==> src/rtl/score_bcd_scanner.sv <==
// Packed-BCD score keeper with valid/ready digit-serial adder, high-score tracking
// and the digit-scan index that multiplexes the 7-segment display.
module score_bcd_scanner #(
   parameter int unsigned SCAN_DIV = 50000
) (
   input  logic        clk,
   input  logic        rst_n,
   input  logic        add_valid,
   input  logic [3:0]  add_val,
   output logic        add_ready,
   input  logic        clr,
   input  logic        disp_sel,
   output logic [15:0] score,
   output logic [15:0] hi_score,
   output logic [15:0] disp_value,
   output logic [1:0]  scanning,
   output logic        overflow
);

   localparam int unsigned PW = (SCAN_DIV > 2) ? $clog2(SCAN_DIV) : 1;
   localparam int unsigned SW = 16;

   typedef enum logic [1:0] {IDLE, ADD, COMMIT} state_t;

   state_t          state_q, state_d;
   logic [SW-1:0]   score_q, score_d;
   logic [SW-1:0]   hi_q, hi_d;
   logic [SW-1:0]   work_q, work_d;
   logic [3:0]      op_q, op_d;
   logic [1:0]      idx_q, idx_d;
   logic            carry_q, carry_d;
   logic            ovf_q, ovf_d;
   logic [PW-1:0]   presc_q, presc_d;
   logic [1:0]      scan_q, scan_d;

   logic [3:0]      cur_digit;
   logic [4:0]      digit_sum;
   logic [SW-1:0]   new_score;

   // Free-running scan prescaler; never touched by clr or the adder
   always_comb begin
      presc_d = presc_q + PW'(1);
      scan_d  = scan_q;
      if (presc_q == PW'(SCAN_DIV - 1)) begin
         presc_d = '0;
         scan_d  = scan_q + 2'd1;
      end
   end

   // Adder FSM: one BCD digit per cycle, score only changes in COMMIT or on clr
   always_comb begin
      state_d   = state_q;
      score_d   = score_q;
      hi_d      = hi_q;
      work_d    = work_q;
      op_d      = op_q;
      idx_d     = idx_q;
      carry_d   = carry_q;
      ovf_d     = ovf_q;
      cur_digit = work_q[{idx_q, 2'b00} +: 4];
      digit_sum = 5'(cur_digit) + 5'((idx_q == 2'd0) ? op_q : 4'd0) + 5'(carry_q);
      new_score = carry_q ? 16'h9999 : work_q;

      unique case (state_q)
         IDLE: begin
            if (add_valid) begin
               work_d  = score_q;
               op_d    = (add_val > 4'd9) ? 4'd9 : add_val;
               idx_d   = 2'd0;
               carry_d = 1'b0;
               state_d = ADD;
            end
         end
         ADD: begin
            if (digit_sum > 5'd9) begin
               work_d[{idx_q, 2'b00} +: 4] = 4'(digit_sum - 5'd10);
               carry_d                     = 1'b1;
            end else begin
               work_d[{idx_q, 2'b00} +: 4] = digit_sum[3:0];
               carry_d                     = 1'b0;
            end
            idx_d = idx_q + 2'd1;
            if (idx_q == 2'd3) state_d = COMMIT;
         end
         COMMIT: begin
            score_d = new_score;
            if (carry_q) ovf_d = 1'b1;
            if (new_score > hi_q) hi_d = new_score;
            state_d = IDLE;
         end
         default: state_d = IDLE;
      endcase

      // clr discards any in-flight add, including one about to commit
      if (clr) begin
         score_d = '0;
         ovf_d   = 1'b0;
         hi_d    = hi_q;
         state_d = IDLE;
      end
   end

   always_ff @(posedge clk or negedge rst_n) begin
      if (!rst_n) begin
         state_q <= IDLE;
         score_q <= '0;
         hi_q    <= '0;
         work_q  <= '0;
         op_q    <= '0;
         idx_q   <= '0;
         carry_q <= 1'b0;
         ovf_q   <= 1'b0;
         presc_q <= '0;
         scan_q  <= '0;
      end else begin
         state_q <= state_d;
         score_q <= score_d;
         hi_q    <= hi_d;
         work_q  <= work_d;
         op_q    <= op_d;
         idx_q   <= idx_d;
         carry_q <= carry_d;
         ovf_q   <= ovf_d;
         presc_q <= presc_d;
         scan_q  <= scan_d;
      end
   end

   assign add_ready  = (state_q == IDLE) && !clr;
   assign score      = score_q;
   assign hi_score   = hi_q;
   assign overflow   = ovf_q;
   assign scanning   = scan_q;
   assign disp_value = disp_sel ? hi_q : score_q;

endmodule

==> config.mk <==
export PLATFORM = sky130hd
export DESIGN_NAME = score_bcd_scanner
export DESIGN_NICKNAME = d
export VERILOG_FILES = /design/src/rtl/score_bcd_scanner.sv
export SDC_FILE = /design/constraint.sdc
export NUM_CORES = 1
export LEC_CHECK = 0
export ABC_CLOCK_PERIOD_IN_PS = 6850
export CORE_ASPECT_RATIO = 2
export CORE_MARGIN = 10
export CORE_UTILIZATION = 30
export DETAILED_ROUTE_END_ITERATION = 8
export GPL_ROUTABILITY_DRIVEN = 0
export PLACE_DENSITY_LB_ADDON = 0.15
export SLEW_MARGIN = 20
export SYNTH_ARGS = -nofsm -noshare
export SYNTH_HDL_FRONTEND = slang
export SYNTH_SLANG_ARGS = --single-unit
==> constraint.sdc <==
create_clock -name clk -period 6.85 [get_ports clk]
set_input_delay 1.37 -clock clk [delete_from_list [all_inputs] [get_ports clk]]
set_output_delay 1.37 -clock clk [all_outputs]
set_load 0.1 [all_outputs]
# Yosys cells after proc, flatten, opt, wreduce, memory -nomap -nowiden
# Index checks and enable logic that the tools add are counted.
dict set report word_totals {
  register_bits 76
  latch_bits 0
  ramBits 0
  romBits 0
  in_bits 9
  elab_cells 68
  n_memories 0
}
dict set report classes {
  add_sub_neg 7
  n_mul 0
  div 0
  magnitude_cmp 3
  eq_ne 7
  shift 4
  muxes 24
  n_bitwise 1
  reduce_logical 12
}
# op n
set ops {}
lappend ops {{16-bit 2-to-1 mux} 7}
lappend ops {{16-bit bitwise mux} 2}
lappend ops {{16-bit one-hot mux with 2 select lines} 1}
lappend ops {{4-bit by 6-bit variable part select with 16-bit output} 2}
lappend ops {{16-bit by 1-bit adder with 16-bit output (second input constant)} 1}
lappend ops {{16-bit equality test (second input constant)} 1}
lappend ops {{16-bit greater-than comparator} 1}
lappend ops {{4-bit by 6-bit variable shift with 16-bit output (first input constant)} 1}
lappend ops {{16-bit by 5-bit variable part select with 4-bit output} 1}
lappend ops {{2-bit 2-to-1 mux} 4}
lappend ops {{4-bit 2-to-1 mux} 2}
lappend ops {{2-bit one-hot mux with 2 select lines} 2}
lappend ops {{2-bit AND reduction} 4}
lappend ops {{3-bit inequality test (second input constant)} 2}
lappend ops {{4-bit negation with 6-bit output} 1}
lappend ops {{2-bit nonzero test} 3}
lappend ops {{4-bit by 4-bit adder with 5-bit output} 1}
lappend ops {{5-bit by 1-bit adder with 5-bit output} 1}
lappend ops {{5-bit by 4-bit greater-than comparator with 1-bit output (second input constant)} 1}
lappend ops {{1-bit 2-to-1 mux} 5}
lappend ops {{2-bit by 1-bit adder with 2-bit output (second input constant)} 2}
lappend ops {{2-bit equality test (second input constant)} 2}
lappend ops {{4-bit greater-than comparator (second input constant)} 1}
lappend ops {{2-bit logical NOT} 2}
lappend ops {{other kinds (8)} 8}

# Logic depth before layout (Yosys ltp)
dict set report logic_depth {
  ltp_word 9
  mapped_depth 12
  ltp_nobuf 11
}

# Worst setup path after synthesis
# Ideal clock, no wire load.
dict set report synth_path {
  path_kind {input to output}
  from {input clr}
  to {output add_ready}
  t_arrival_ns 3.397
  t_required_ns 5.480
  path_slack_ns 2.083
  stages 1
  path_buffers 0
  cell_sequence {nor3_1}
}
dict set report synth_between {
  elab_chain_len 2
}
# item line_no
set synth_rtl {}
lappend synth_rtl {{start, declared} 11} ;# input logic clr,
lappend synth_rtl {{1-bit logical NOT} 129} ;# assign add_ready = (state_q == IDLE) && !clr;
lappend synth_rtl {{1-bit logical AND} 129}
lappend synth_rtl {{end, declared} 10} ;# output logic add_ready,
# Every way passes these cells.

# Worst setup path after layout
dict set report layout_path {
  from {input disp_sel}
  to {output disp_value[13]}
}
dict set report layout_between {
  elab_chain_len 1
}
# item line_no
set layout_rtl {}
lappend layout_rtl {{start, declared} 12} ;# input logic disp_sel,
lappend layout_rtl {{16-bit 2-to-1 mux} 134} ;# assign disp_value = disp_sel ? hi_q : score_q;
lappend layout_rtl {{end, declared} 15} ;# output logic [15:0] disp_value,
# Every way passes these cells.

==> reports/summary.md <==
Synthesis
- share of flip-flops with an asynchronous set or reset: 100%
- synth unique cells: 56
- area share of the largest cell type after synthesis: 44.7%
- proportion of synthesized chip area in sequential cells: 44.7%
- number of nets produced by synthesis: 441
- prevailing post-synth register cell: sky130_fd_sc_hd__dfrtp_1
- top cells by area, synth: sky130_fd_sc_hd__dfrtp_1 (45%), sky130_fd_sc_hd__ha_1 (7.6%), sky130_fd_sc_hd__mux2_2 (6.1%)
- flip-flop and latch count after synthesis: 76
- Post-Syn Area per Cell: 10.5 um^2
- largest area contributor in the synthesized netlist: sky130_fd_sc_hd__dfrtp_1
- Cell Area, Synth: 4250 um^2
- cell count after synthesis: 404
- number of enable flip-flop cells after synthesis: 0
- yosys warns: 0

Timing
- relative slew slack: 33.9%
- final setup skew: 8.40 ps
- post-route fraction of the period consumed by the critical path: 75.4%
- Slew Viols, Final: 0
- Worst-Margin Slew: 988 ps
- worst path setup slack after routing: 1690 ps
- total negative slack for setup checks: 0 ps
- min Tclk post-route: 5160 ps
- top achievable clock speed: 194 MHz
- final hold violation count: 0
- number of setup violations in the final report: 0
- RSZ-0062 raised after global routing: false

Drt
- iteration-0 DRC count of the detailed router: 137
- sum of routed wire length over all layers: 11,600 um
- Avg WL per Cell: 17.7 um
- count of unresolved DRC violations after routing: 0
- DRT Pass-1 Iters: 4
- via count of the routed design: 3,289
- number of vias per cell: 5.00
- Post-DRT Antenna Nets: 0

Global route
- number of antenna violations at the first check in global routing: 0
- largest net degree at the start of global routing: 77
- number of global-route vias before repair: 3,520
- global-route wire length before repair: 18,800 um
- aggregate global routing overflow: 0
- overall fraction of global-route tracks in use: 11.9%

CTS
- number of hold buffers added after cts: 0
- clock latency on the worst-skew pair: 340 ps
- clock slew seen by the registers of the worst setup and hold paths: 60 ps
- total clock buffers created by CTS: 9
- clock tree from TritonCTS: built
- CTS sink cnt: 76
- Gates resized, CTS repair: 0
- H-Tree Depth: 3
- post-CTS setup-driven buffer insertion count: 0
- maximum count of clock buffers along a single path: 2
- master cell of the clock root buffer: sky130_fd_sc_hd__clkbuf_16

Critical path
- Req. time, crit path: 5480 ps
- endpoint arrival time on the critical path: 3790 ps
- kind of capture point of the worst setup path: output pin
- most repeated library cell on the critical path: sky130_fd_sc_hd__clkdlybuf4s50_1
- Buffers & Inverters on Critical Path: 2
- ordered cell list for the critical path: clkdlybuf4s50_1 -> mux2_2 -> clkdlybuf4s50_1
- largest stage delay on the critical path: 1130 ps
- cell with the largest stage delay on the worst path: sky130_fd_sc_hd__clkdlybuf4s50_1
- Crit Reg-Reg Endpoint: work_q[1]
- depth of the critical timing path with buffers and inverters included: 3
- depth of the worst register-to-register path: 11
- startpoint of the most critical register-to-register path: idx_q[0]
- kind of critical path: in -> out
- maximum fanout encountered on the critical timing path: 16
- Critical Path Start Type: primary input
- top cell family by delay on the critical path: buffers and inverters
- worst reg-to-reg setup slack: 3050 ps

Floorplanning
- floorplan die area: 19,600 um^2
- Core Area: 13,900 um^2
- Die Width: 104 um
- cell row count: 61
- Initial Util: 30.6%
- boundary pin count: 61
- vertical die dimension: 188 um

Cells and area
- Antenna Diode Count: 0
- utilization after layout: 38.6%
- nets@finish: 501
- fraction of final layout cells with drive strength greater than 1: 13.9%
- Synth-to-Final Area Change: 26.0%

Placed design
- IO buf count: 60
- Post-DP HPWL: 8860 um
- post-place setup slack: 1600 ps

Power and ir drop
- Leak: 0.00240 uW
- power consumption: 1740 uW
- power density of the placed cells: 325 nW/um^2
- worst-case vdd ir drop: 0.133 mV

Hold path
- hold_sp: scanning[1]
- Hold Path Depth: 1
- hold crit path type: reg -> reg
- Hold Crit Endpoint: scanning[1]

Flow run
- max-capacitance violation count: 0

Outcome
- run status: finished, final reports clean

## per-layer routing
metal | wire length [um] | track usage [%] | share of wire (%) | vias up
li1 | - | - | - | 1556
met1 | 4260 | 11.4 | 37 | 1665
met4 | 214 | 4.14 | 1.8 | 0
met2 | 6800 | 23.9 | 58 | 54
met5 | 0 | 0 | 0 | -
met3 | 362 | 2.67 | 3.1 | 14
## worst max-delay path by stage
stage / from / endpoint
4_1_cts: disp_sel / disp_value[12]
2_1_floorplan: clr / add_ready
3_5_place_dp: disp_sel / disp_value[12]
3_3_place_gp: disp_sel / disp_value[10]
6_report: disp_sel / disp_value[13]
5_1_grt: disp_sel / disp_value[7]
## where the power goes
part	leakage (uW)	internal (uW)	switching [uW]	total (uW)
Combinational	0.00123	264	483	747
Sequential	0.00102	484	51.0	535
Clock	0.000142	266	192	458
## metrics by stage
stage                     instance area (um^2)  instances  hold WS [ps]
after floorplan                           4250        404           448
after global placement                    5060        642           463
after detailed placement                  5060        642           470
after CTS                                 5350        658           486
after global routing                      5360        658           518
final                                     5360        658           479
## cell families (layout without fill, tap and decap cells)
kind of cell    Yosys count  count (layout)  synth area share [%]
compound gates           84              84                  13.0
simple gates            113             113                  14.3
xor+xnor                 18              18                  3.71
flops                    76              76                  44.7
buf+inv                  46             111                  4.24
fa+ha+maj                28              28                  8.59
mux                      39              39                  11.4
## cell usage in the layout (no fill, tap or decap), types with 2 or more instances in the layout
| cell type | n |
|---|---|
| sky130_fd_sc_hd__nor2_1 | 22 |
| sky130_fd_sc_hd__xor2_1 | 8 |
| sky130_fd_sc_hd__mux4_2 | 4 |
| sky130_fd_sc_hd__o31ai_1 | 3 |
| sky130_fd_sc_hd__inv_2 | 2 |
| sky130_fd_sc_hd__mux2_2 | 23 |
| sky130_fd_sc_hd__o21ai_0 | 17 |
| sky130_fd_sc_hd__o21a_1 | 2 |
| sky130_fd_sc_hd__and2_1 | 2 |
| sky130_fd_sc_hd__nor2b_1 | 11 |
| sky130_fd_sc_hd__a2bb2oi_1 | 2 |
| sky130_fd_sc_hd__mux2_1 | 9 |
| sky130_fd_sc_hd__xnor2_1 | 10 |
| sky130_fd_sc_hd__inv_1 | 29 |
| sky130_fd_sc_hd__ha_1 | 26 |
| sky130_fd_sc_hd__nor3_1 | 5 |
| sky130_fd_sc_hd__clkbuf_16 | 9 |
| sky130_fd_sc_hd__buf_4 | 4 |
| sky130_fd_sc_hd__mux2i_1 | 2 |
| sky130_fd_sc_hd__a221oi_1 | 2 |
| sky130_fd_sc_hd__or2_2 | 7 |
| sky130_fd_sc_hd__clkbuf_8 | 2 |
| sky130_fd_sc_hd__nand2_1 | 22 |
| sky130_fd_sc_hd__clkdlybuf4s50_1 | 59 |
| sky130_fd_sc_hd__dfrtp_1 | 76 |
| sky130_fd_sc_hd__nand3_1 | 8 |
| sky130_fd_sc_hd__a21oi_1 | 19 |
| sky130_fd_sc_hd__nand3b_1 | 2 |
| sky130_fd_sc_hd__fa_1 | 2 |
| sky130_fd_sc_hd__o21ai_1 | 11 |
| sky130_fd_sc_hd__a22o_1 | 16 |
| sky130_fd_sc_hd__and3_1 | 14 |
| sky130_fd_sc_hd__clkinv_2 | 2 |
| sky130_fd_sc_hd__nand4_1 | 9 |
## area by class of cell
class / instances / area [um^2]
sequential: 76 / 1900
inverter: 31 / 116
fill: 1423 / 8530
tap: 189 / 236
clock inverter: 5 / 35.0
multi-input combinational: 282 / 2180
timing repair buffer: 64 / 632
clock buffer: 11 / 253
## state kept, by name (all words and copies together) (netlist names), 2 cells and up
register  cells
hi_score     16
presc_q      16
score        16
work_q       16
op_q          4
idx_q         2
scanning      2
state_q       2
## cell usage after synthesis (7+ instances only)
cell type,number
sky130_fd_sc_hd__a21oi_1,19
sky130_fd_sc_hd__nor2b_1,11
sky130_fd_sc_hd__o21ai_0,17
sky130_fd_sc_hd__nand4_1,9
sky130_fd_sc_hd__xnor2_1,10
sky130_fd_sc_hd__nor2_1,22
sky130_fd_sc_hd__clkbuf_1,11
sky130_fd_sc_hd__ha_1,26
sky130_fd_sc_hd__nand2_1,22
sky130_fd_sc_hd__mux2_1,9
sky130_fd_sc_hd__a22o_1,16
sky130_fd_sc_hd__or2_2,7
sky130_fd_sc_hd__nand3_1,8
sky130_fd_sc_hd__inv_1,29
sky130_fd_sc_hd__and3_1,14
sky130_fd_sc_hd__dfrtp_1,76
sky130_fd_sc_hd__o21ai_1,11
sky130_fd_sc_hd__xor2_1,8
sky130_fd_sc_hd__mux2_2,23
No activity file was read; power rests on OpenSTA's default activity.
